## src/rtl/pipe_stage_ctrl_pkg.sv

```systemverilog
// Shared definitions for the pipeline stall/flush sequencer.
//   - PC source encodings, inter-stage register bit indices, FSM state enum
//   - stage_ctl_t: per-lane enable/clear bundle for the four stage registers
//   - flush_ctl(): enable/clear pattern for an exception flush
package pipe_stage_ctrl_pkg;

    localparam int unsigned NUM_STG = 4;

    localparam int unsigned STG_IF_ID  = 0;
    localparam int unsigned STG_ID_EX  = 1;
    localparam int unsigned STG_EX_MEM = 2;
    localparam int unsigned STG_MEM_WB = 3;

    localparam logic [1:0] PC_SEQ = 2'd0;
    localparam logic [1:0] PC_BR  = 2'd1;
    localparam logic [1:0] PC_EXC = 2'd2;

    typedef enum logic [1:0] {
        ST_RUN      = 2'd0,
        ST_DIV_BUSY = 2'd1,
        ST_EXC_HOLD = 2'd2
    } state_e;

    typedef struct packed {
        logic [NUM_STG-1:0] ena_m;
        logic [NUM_STG-1:0] ena_s;
        logic [NUM_STG-1:0] clr_m;
        logic [NUM_STG-1:0] clr_s;
    } stage_ctl_t;

    // Flush everything up to M; mem_wb is killed only for the faulting lane
    // and, because the slave is younger, a master fault also kills the slave.
    function automatic stage_ctl_t flush_ctl(input logic exc_m, input logic exc_s);
        stage_ctl_t c;
        c.clr_m = {exc_m, 3'b111};
        c.clr_s = {exc_m | exc_s, 3'b111};
        c.ena_m = ~c.clr_m;
        c.ena_s = ~c.clr_s;
        return c;
    endfunction

endpackage

```

## src/rtl/pipe_div_timer.sv

```systemverilog
// Divide latency counter.
//   clk, rst     : clock, async active-low reset
//   load         : start a divide (count <= DIV_CYCLES-1)
//   dec          : decrement by one (hold when low, i.e. frozen)
//   clr          : abort, return count to zero
//   cnt_zero_c   : count has reached zero
module pipe_div_timer #(
    parameter int unsigned DIV_CYCLES = 32,
    parameter int unsigned CNT_W      = 6
) (
    input  logic clk,
    input  logic rst,
    input  logic load,
    input  logic dec,
    input  logic clr,
    output logic cnt_zero_c
);

    logic [CNT_W-1:0] cnt_q;

    always_ff @(posedge clk or negedge rst) begin
        if (!rst) begin
            cnt_q <= '0;
        end else if (clr) begin
            cnt_q <= '0;
        end else if (load) begin
            cnt_q <= CNT_W'(DIV_CYCLES - 1);
        end else if (dec && (cnt_q != '0)) begin
            cnt_q <= cnt_q - CNT_W'(1);
        end
    end

    assign cnt_zero_c = (cnt_q == '0);

endmodule

```

## src/rtl/pipe_stage_ctrl.sv

```systemverilog
// Central stall/flush sequencer for the dual-issue 5-stage pipeline.
// All controls are combinational from state and inputs and act on the
// coming clock edge.
//   clk, rst                 : clock, async active-low reset
//   icache_stall/dcache_stall: fetch / memory miss pending
//   load_use, br_flush       : ID hazard, EX master-lane redirect
//   div_start                : divide entering EX
//   M_*_except_hit           : exception at M per lane
//   ena_m/ena_s, clr_m/clr_s : per-lane stage register enables / clears
//                              (bit0 if_id .. bit3 mem_wb)
//   pc_ena, pc_sel           : PC update enable and source
//   div_cancel, div_busy     : divider abort pulse, divide stall active
// Optional: PIPE_PERF_CNT_EN adds perf_stall_cyc / perf_flush_cnt.
module pipe_stage_ctrl
    import pipe_stage_ctrl_pkg::*;
#(
    parameter int unsigned DIV_CYCLES = 32,
    parameter int unsigned CNT_W      = 6
) (
    input  logic         clk,
    input  logic         rst,
    input  logic         icache_stall,
    input  logic         dcache_stall,
    input  logic         load_use,
    input  logic         br_flush,
    input  logic         div_start,
    input  logic         M_master_except_hit,
    input  logic         M_slave_except_hit,
    output logic [3:0]   ena_m,
    output logic [3:0]   ena_s,
    output logic [3:0]   clr_m,
    output logic [3:0]   clr_s,
    output logic         pc_ena,
    output logic [1:0]   pc_sel,
    output logic         div_cancel,
`ifdef PIPE_PERF_CNT_EN
    output logic [31:0]  perf_stall_cyc,
    output logic [31:0]  perf_flush_cnt,
`endif
    output logic         div_busy
);

    state_e     state_q, state_d;
    logic [1:0] exc_q, exc_d;
    stage_ctl_t ctl_c;
    logic       pc_ena_c;
    logic [1:0] pc_sel_c;
    logic       div_cancel_c;
    logic       flush_exc_c;
    logic       t_load, t_dec, t_clr;
    logic       cnt_zero_c;
    logic       exc_live;

    assign exc_live = M_master_except_hit | M_slave_except_hit;

    pipe_div_timer #(
        .DIV_CYCLES (DIV_CYCLES),
        .CNT_W      (CNT_W)
    ) u_div_timer (
        .clk        (clk),
        .rst        (rst),
        .load       (t_load),
        .dec        (t_dec),
        .clr        (t_clr),
        .cnt_zero_c (cnt_zero_c)
    );

    // State and latched exception vector
    always_ff @(posedge clk or negedge rst) begin
        if (!rst) begin
            state_q <= ST_RUN;
            exc_q   <= 2'b00;
        end else begin
            state_q <= state_d;
            exc_q   <= exc_d;
        end
    end

    // Next state and controls, highest-priority event first
    always_comb begin
        state_d      = state_q;
        exc_d        = exc_q;
        ctl_c.ena_m  = 4'hF;
        ctl_c.ena_s  = 4'hF;
        ctl_c.clr_m  = 4'h0;
        ctl_c.clr_s  = 4'h0;
        pc_ena_c     = 1'b1;
        pc_sel_c     = PC_SEQ;
        div_cancel_c = 1'b0;
        flush_exc_c  = 1'b0;
        t_load       = 1'b0;
        t_dec        = 1'b0;
        t_clr        = 1'b0;

        if (state_q == ST_EXC_HOLD) begin
            // Live exceptions ignored; replay the latched vector once M drains
            if (dcache_stall) begin
                ctl_c.ena_m = 4'h0;
                ctl_c.ena_s = 4'h0;
                pc_ena_c    = 1'b0;
            end else begin
                ctl_c       = flush_ctl(exc_q[1], exc_q[0]);
                pc_sel_c    = PC_EXC;
                flush_exc_c = 1'b1;
                exc_d       = 2'b00;
                state_d     = ST_RUN;
            end
        end else if (exc_live) begin
            if (dcache_stall) begin
                ctl_c.ena_m = 4'h0;
                ctl_c.ena_s = 4'h0;
                pc_ena_c    = 1'b0;
                exc_d       = {M_master_except_hit, M_slave_except_hit};
                state_d     = ST_EXC_HOLD;
            end else begin
                ctl_c       = flush_ctl(M_master_except_hit, M_slave_except_hit);
                pc_sel_c    = PC_EXC;
                flush_exc_c = 1'b1;
                state_d     = ST_RUN;
            end
            if (state_q == ST_DIV_BUSY) begin
                div_cancel_c = 1'b1;
                t_clr        = 1'b1;
            end
        end else if (dcache_stall) begin
            // Freeze up to M, bubble into W so the stalled op writes back once
            ctl_c.ena_m[2:0] = 3'b000;
            ctl_c.ena_s[2:0] = 3'b000;
            ctl_c.clr_m[STG_MEM_WB] = 1'b1;
            ctl_c.clr_s[STG_MEM_WB] = 1'b1;
            pc_ena_c = 1'b0;
        end else if (state_q == ST_DIV_BUSY) begin
            if (cnt_zero_c) begin
                state_d = ST_RUN;
            end else begin
                ctl_c.ena_m[1:0] = 2'b00;
                ctl_c.ena_s[1:0] = 2'b00;
                ctl_c.clr_m[STG_EX_MEM] = 1'b1;
                ctl_c.clr_s[STG_EX_MEM] = 1'b1;
                pc_ena_c = 1'b0;
                t_dec    = 1'b1;
            end
        end else if (div_start) begin
            t_load  = 1'b1;
            state_d = ST_DIV_BUSY;
        end else if (br_flush) begin
            if (icache_stall) begin
                // Hold everything so the redirect is retried after the miss
                ctl_c.ena_m = 4'h0;
                ctl_c.ena_s = 4'h0;
                pc_ena_c    = 1'b0;
            end else begin
                ctl_c.clr_m[STG_IF_ID] = 1'b1;
                ctl_c.clr_s[STG_IF_ID] = 1'b1;
                pc_sel_c = PC_BR;
            end
        end else if (icache_stall || load_use) begin
            pc_ena_c = 1'b0;
            if (load_use) begin
                ctl_c.ena_m[STG_IF_ID] = 1'b0;
                ctl_c.ena_s[STG_IF_ID] = 1'b0;
                ctl_c.clr_m[STG_ID_EX] = 1'b1;
                ctl_c.clr_s[STG_ID_EX] = 1'b1;
            end else begin
                ctl_c.clr_m[STG_IF_ID] = 1'b1;
                ctl_c.clr_s[STG_IF_ID] = 1'b1;
            end
        end

        // Reset overrides everything combinationally
        if (!rst) begin
            ctl_c.ena_m  = 4'h0;
            ctl_c.ena_s  = 4'h0;
            ctl_c.clr_m  = 4'hF;
            ctl_c.clr_s  = 4'hF;
            pc_ena_c     = 1'b0;
            pc_sel_c     = PC_SEQ;
            div_cancel_c = 1'b0;
            flush_exc_c  = 1'b0;
        end
    end

    assign ena_m      = ctl_c.ena_m;
    assign ena_s      = ctl_c.ena_s;
    assign clr_m      = ctl_c.clr_m;
    assign clr_s      = ctl_c.clr_s;
    assign pc_ena     = pc_ena_c;
    assign pc_sel     = pc_sel_c;
    assign div_cancel = div_cancel_c;
    assign div_busy   = (state_q == ST_DIV_BUSY);

`ifdef PIPE_PERF_CNT_EN
    // Saturating stall-cycle and exception-flush counters
    always_ff @(posedge clk or negedge rst) begin
        if (!rst) begin
            perf_stall_cyc <= '0;
            perf_flush_cnt <= '0;
        end else begin
            if (!pc_ena_c && (perf_stall_cyc != '1)) begin
                perf_stall_cyc <= perf_stall_cyc + 32'd1;
            end
            if (flush_exc_c && (perf_flush_cnt != '1)) begin
                perf_flush_cnt <= perf_flush_cnt + 32'd1;
            end
        end
    end
`endif

endmodule

```

## config.mk

```make
export PLATFORM = sky130hd
export DESIGN_NAME = pipe_stage_ctrl
export DESIGN_NICKNAME = d
export VERILOG_FILES = /design/src/rtl/pipe_stage_ctrl_pkg.sv /design/src/rtl/pipe_div_timer.sv /design/src/rtl/pipe_stage_ctrl.sv
export SDC_FILE = /design/constraint.sdc
export NUM_CORES = 1
export LEC_CHECK = 0
export BUFFER_PORTS_ARGS = -buffer_cell sky130_fd_sc_hd__buf_2
export CORE_ASPECT_RATIO = 0.8
export CORE_MARGIN = 2
export CORE_UTILIZATION = 35
export DETAILED_ROUTE_END_ITERATION = 10
export SYNTH_ARGS = -nofsm -noshare
export SYNTH_HDL_FRONTEND = slang
export SYNTH_SLANG_ARGS = --single-unit
```

## constraint.sdc

```tcl
create_clock -name clk -period 2.6 [get_ports clk]
set_input_delay 0.52 -clock clk [delete_from_list [all_inputs] [get_ports clk]]
set_output_delay 0.52 -clock clk [all_outputs]
set_load 0.03 [all_outputs]
```

---- After elaboration in Yosys (flattened, before gate mapping) ----
Cells that the tools add are included.
storage, ports and cells
  flip-flop bits (word level) ............. 10
  logic and storage cells ................. 105
  output and inout port bits .............. 21
  bits of input ports ..................... 9
operators by class
  bitwise logic cells ..................... 6
  multiplexer cells ....................... 80
  reductions and logical operators ........ 10
  $add $sub $neg .......................... 1
  eq/ne operators ......................... 5
operator list
  cell                                                                     number
  16-bit 2-to-1 mux                                                        3
  8-bit 2-to-1 mux                                                         6
  2-bit 2-to-1 mux                                                         23
  1-bit 2-to-1 mux                                                         40
  6-bit 2-to-1 mux                                                         3
  4-bit inverter                                                           4
  3-bit 2-to-1 mux                                                         5
  6-bit zero test                                                          1
  6-bit nonzero test                                                       1
  6-bit by 1-bit subtractor with 6-bit output, second input constant       1
  4-bit by 1-bit inequality test with 1-bit output, second input constant  1
  4-bit AND reduction                                                      1
  2-bit nonzero test                                                       2
  4-bit nonzero test                                                       1
  3-bit AND reduction                                                      1
  3-bit nonzero test                                                       1
  2-bit by 1-bit == test with 1-bit output, second input constant          1
  2-bit == test, second input constant                                     1
  2-bit by 1-bit inequality test with 1-bit output, second input constant  1
  2-bit inequality test, second input constant                             1
  1-bit OR                                                                 2
  1-bit logical AND                                                        1
  1-bit logical OR                                                         1

---- Depth between registers and ports, before layout ----
  depth in word-level cells ............... 10
  gate-level depth with buffers ........... 7
  depth with buffers taken out ............ 6

---- Hierarchy ----
A second synthesis with hierarchy kept.
unflattened totals
  cells, all modules ...................... 137
  area, all modules ....................... 1076.0 sq um
modules (own cells, without submodules)
  module           cells an instance  times used  sequential area each (sq um)  area each (sq um)
  pipe_stage_ctrl  96                 1           100.1                         689.4
  pipe_div_timer   41                 1           150.1                         386.6

---- Worst setup path after synthesis ----
Ideal clock, no wire load.
  path kind ............................... input port to output port
  from .................................... input port M_master_except_hit
  to ...................................... output port clr_s[0]
  required time ........................... 2080 ps
  slack ................................... -26 ps
  cell stages on the path ................. 7
  data arrival time ....................... 2106 ps
  path buffers ............................ 2
  path through ............................ or2_1 > clkbuf_1 > inv_2 > nand2_1 > a21oi_1 > o21ai_0 > buf_4
on the way
  longest elaborated chain between the ends .. 4
RTL lines
  item               line                    text
  from (decl)        pipe_stage_ctrl.sv:27   input logic M_master_except_hit,
  1-bit OR           pipe_stage_ctrl.sv:54   assign exc_live = M_master_except_hit | M_slave_except_hit;
  16-bit 2-to-1 mux  pipe_stage_ctrl.sv:108  end else if (exc_live) begin
  16-bit 2-to-1 mux  pipe_stage_ctrl.sv:95   if (state_q == ST_EXC_HOLD) begin
  16-bit 2-to-1 mux  pipe_stage_ctrl.sv:171  if (!rst) begin
  to (decl)          pipe_stage_ctrl.sv:32   output logic [3:0] clr_s,
Every way passes these cells.

---- Worst setup path after layout ----
  from .................................... register u_div_timer.cnt_q[0]
  to ...................................... output port ena_m[0]
on the way
  longest elaborated chain between the ends .. 7
RTL lines
  item                    line                    text
  from (decl)             pipe_div_timer.sv:19    logic [CNT_W-1:0] cnt_q;
  from (signal assigned)  pipe_div_timer.sv:27    cnt_q <= CNT_W'(DIV_CYCLES - 1);
  from (signal assigned)  pipe_div_timer.sv:29    cnt_q <= cnt_q - CNT_W'(1);
  6-bit zero test         pipe_div_timer.sv:33    assign cnt_zero_c = (cnt_q == '0);
  2-bit 2-to-1 mux        pipe_stage_ctrl.sv:133  if (cnt_zero_c) begin
  2-bit 2-to-1 mux        pipe_stage_ctrl.sv:132  end else if (state_q == ST_DIV_BUSY) begin
  3-bit 2-to-1 mux        pipe_stage_ctrl.sv:125  end else if (dcache_stall) begin
  16-bit 2-to-1 mux       pipe_stage_ctrl.sv:108
  16-bit 2-to-1 mux       pipe_stage_ctrl.sv:95
  16-bit 2-to-1 mux       pipe_stage_ctrl.sv:171
  to (decl)               pipe_stage_ctrl.sv:29   output logic [3:0] ena_m,
Every way passes these cells.

==> results.json <==
{
  "cts_buffers": 3,
  "max_cap_violations": 0,
  "drt-total-wl_mm": 2.53,
  "vias": 1047,
  "fin_cells": 194,
  "overflow": 0,
  "hpwl_mm": 2.00,
  "drc_errors": 0,
  "critPathLaunchType": "register",
  "yosysUniqueCellTypes": 46,
  "p_seq_share_pct": 31.0,
  "die_w_um": 64.9,
  "status": "completed",
  "seqCellArea_um2": 250,
  "portBuffers": 29,
  "worstPathRequired_ns": 2.08,
  "nNetsFinal": 172,
  "r2r_slack_ns": 0.87,
  "clkSinkCount": 10,
  "synth_cells": 130,
  "maxSlewViolCount": 0,
  "worstReg2RegEnd": "u_div_timer.cnt_q[5]",
  "crit_end": "ena_m[0]",
  "crit_buf_inv": 2,
  "dp.cells": 188,
  "grt_antenna_before_repair": 0,
  "crit_path_top_delay_cell": "dfrtp_1",
  "nFillCells": 288,
  "fin_skew_ns": 0.00300,
  "hp-class": "input pin to async pin",
  "syn_area_um2": 1040,
  "critPathMaxStageDelay_ns": 0.40,
  "pwr-share-clk_pct": 20.8,
  "min_period_ns": 2.48,
  "cts.htree.levels": 1,
  "ant_nets": 0,
  "end_kind": "output port",
  "cts-root-buf": "clkbuf_8",
  "cp.arrival_ns": 1.96,
  "n_antenna_cell": 0,
  "yosysSeqAreaShare_pct": 24.1,
  "clkSlewWorstSetupHoldPaths_ns": 0.04,
  "synth_edf_count": 0,
  "leakage_uw": 0.000574,
  "grt_pass1_vias": 925,
  "grt_pass1_wl_mm": 4.23,
  "path_cells": "inv_2 -> ha_2 -> or3b_4 -> o21ai_4 -> nand4_1 -> nor2_1 -> buf_4",
  "first_pass_iters": 4,
  "grt_max_degree": 16,
  "syn_nets": 145,
  "clk_latency_ns": 0.24,
  "cp-startpoint": "u_div_timer.cnt_q[0]",
  "die_h_um": 52.7,
  "combPwrFrac_pct": 48.2,
  "drt_iter0_drc": 28,
  "gp_congestion": 0.938,
  "clockBufferDepth": 2,
  "worst-setup-path-type": "register to output port",
  "tightest_slew_ns": 0.543,
  "swShare_pct": 43.5,
  "std_cell_rows": 17,
  "dieArea_um2": 3420,
  "viasPerCell": 5.40,
  "power.density_nw_per_um2": 729,
  "relSlewSlack_pct": 63.7,
  "rr_worst_depth": 6,
  "r2r-start": "u_div_timer.cnt_q[0]",
  "p_int_uw": 528,
  "p_switching_uw": 406,
  "fmax_mhz": 403,
  "yosys_warnings": 0,
  "syn_avg_cell_area_um2": 7.99,
  "dr_wl_met2_mm": 1.08,
  "peakVddDrop_v": 0.000369,
  "async_flop_share_pct": 100,
  "ys_ff_latch": 10,
  "period_share_pct": 95.5,
  "area.growth.synth_to_final_pct": 23.4,
  "path_max_fanout": 3,
  "setup_viol": 0,
  "hold_buffers": 0,
  "drive_gt1_share_pct": 34.6,
  "top_layer": "met4",
  "grt_usage_pct": 16.3,
  "multi_input_area_um2": 719,
  "initial_core_util_pct": 37.3,
  "core_um2": 2790,
  "wire_per_inst_um": 13.0,
  "final_hold_viol_count": 0,
  "wl_met3_um": 131,
  "cts_tree": "done",
  "path_delay_family": "simple AND/OR/NAND/NOR gates",
  "whs_ns": 0.148,
  "synth-main-ff-cell": "dfrtp_1",
  "pin_count": 30,
  "met1_length_mm": 1.28,
  "worst-path-stages": 7
}
==> registers in the layout (all words and copies together), names as in the netlist <==
signal / flops
exc_q: 2
state_q: 2
u_div_timer.cnt_q: 6
==> stage by stage <==
stage               power (uW)  instance area [um^2]  setup slack [ns]  setup TNS (ns)  util [%]
finish                     934                  1280             0.117               0      46.0
global route              1010                  1280           -0.0160         -0.0299      46.0
CTS                        901                  1240            0.0554               0      44.5
detailed placement         693                  1180             0.252               0      42.4
global placement           688                  1180             0.247               0      42.4
floorplan                  593                  1040            0.0821               0         -
==> worst register-to-register path: stages (launching register included) <==
cell,delay [ns]
dfrtp_1,0.39
inv_2,0.06
ha_2,0.18
or3b_4,0.25
o2111ai_2,0.14
or4_1,0.43
a21oi_1,0.19
==> Yosys cell counts, types with 2 or more instances <==
master,instances,area share [%]
nand3_1,6,2.9
o2bb2ai_1,2,1.7
nor3_1,3,1.4
a21oi_1,7,3.4
dfrtp_1,10,24
nand2b_1,5,3.0
nand4_1,2,1.2
nand2_1,11,4.0
inv_1,3,1.1
ha_1,6,7.2
nor2_1,12,4.3
buf_4,6,4.3
clkbuf_1,5,1.8
o21a_1,2,1.4
a21o_1,2,1.4
o211ai_1,3,2.2
nor2b_1,2,1.2
o21ai_0,11,5.3
o21ai_1,4,1.9
mux2i_1,2,1.9
==> power groups by stage <==
stage | Combinational, uW | Sequential (uW) | Clock (uW)
after floorplan | 326 | 267 | 0
after global placement | 403 | 284 | 0
after detailed placement | 408 | 286 | 0
after CTS | 415 | 284 | 203
after global routing | 500 | 302 | 213
final | 450 | 289 | 194
==> worst min-delay path by stage <==
stage / to / slack (ns) / depth (start not counted)
6_report: exc_q[0] / 0.15 / 1
4_1_cts: exc_q[0] / 0.14 / 1
3_5_place_dp: exc_q[0] / 0.39 / 1
2_1_floorplan: exc_q[0] / 0.22 / 0
3_3_place_gp: exc_q[0] / 0.39 / 1
5_1_grt: exc_q[0] / 0.14 / 1
==> timing repair <==
item,CTS,global route
endpoints found under the setup margin,2,5
gates resized for setup,1,14
pin swaps,0,3
buffers inserted,0,2
==> layout by cell type (no fill, tap or decap), types with 2 or more instances in the layout <==
cell type / n
inv_2: 3
clkbuf_8: 4
a21o_1: 2
nand2b_1: 5
a21oi_1: 7
nand2_1: 11
nor3_1: 3
o21ai_1: 4
mux2i_1: 2
buf_4: 8
buf_2: 25
dfrtp_1: 10
ha_1: 5
nand3_1: 6
o211ai_1: 3
nand4_1: 2
o2bb2ai_1: 2
nor2_1: 11
o21a_1: 2
o21ai_0: 10
nor2b_1: 2
==> logic make-up (layout without fill, tap and decap cells) <==
family / Yosys count / after routing / synth area share, %
XOR/XNOR: 1 / 1 / 0.844
buffers and inverters: 16 / 42 / 8.43
AND/OR/NAND/NOR: 54 / 54 / 29.3
multiplexers: 3 / 3 / 3.01
AO/OA/AOI/OAI: 40 / 40 / 27.1
flip-flops: 10 / 10 / 24.1
adder cells (fa/ha/maj): 6 / 6 / 7.23
==> routing by layer <==
metal,global-route usage (%),up-vias
li1,-,519
met1,22.8,493
met2,24.7,30
met3,2.58,5
met4,7.09,0
met5,0,-
==> final cells by class <==
cell class              instances  share of cell area, %
repair buffers                 33                   14.5
clock buffers                   4                   4.30
multi-input cells             104                   56.2
inverters                       5                   1.86
well taps                      38                   3.71
flip-flops and latches         10                   19.5
Power figures use the tool's default switching activity.
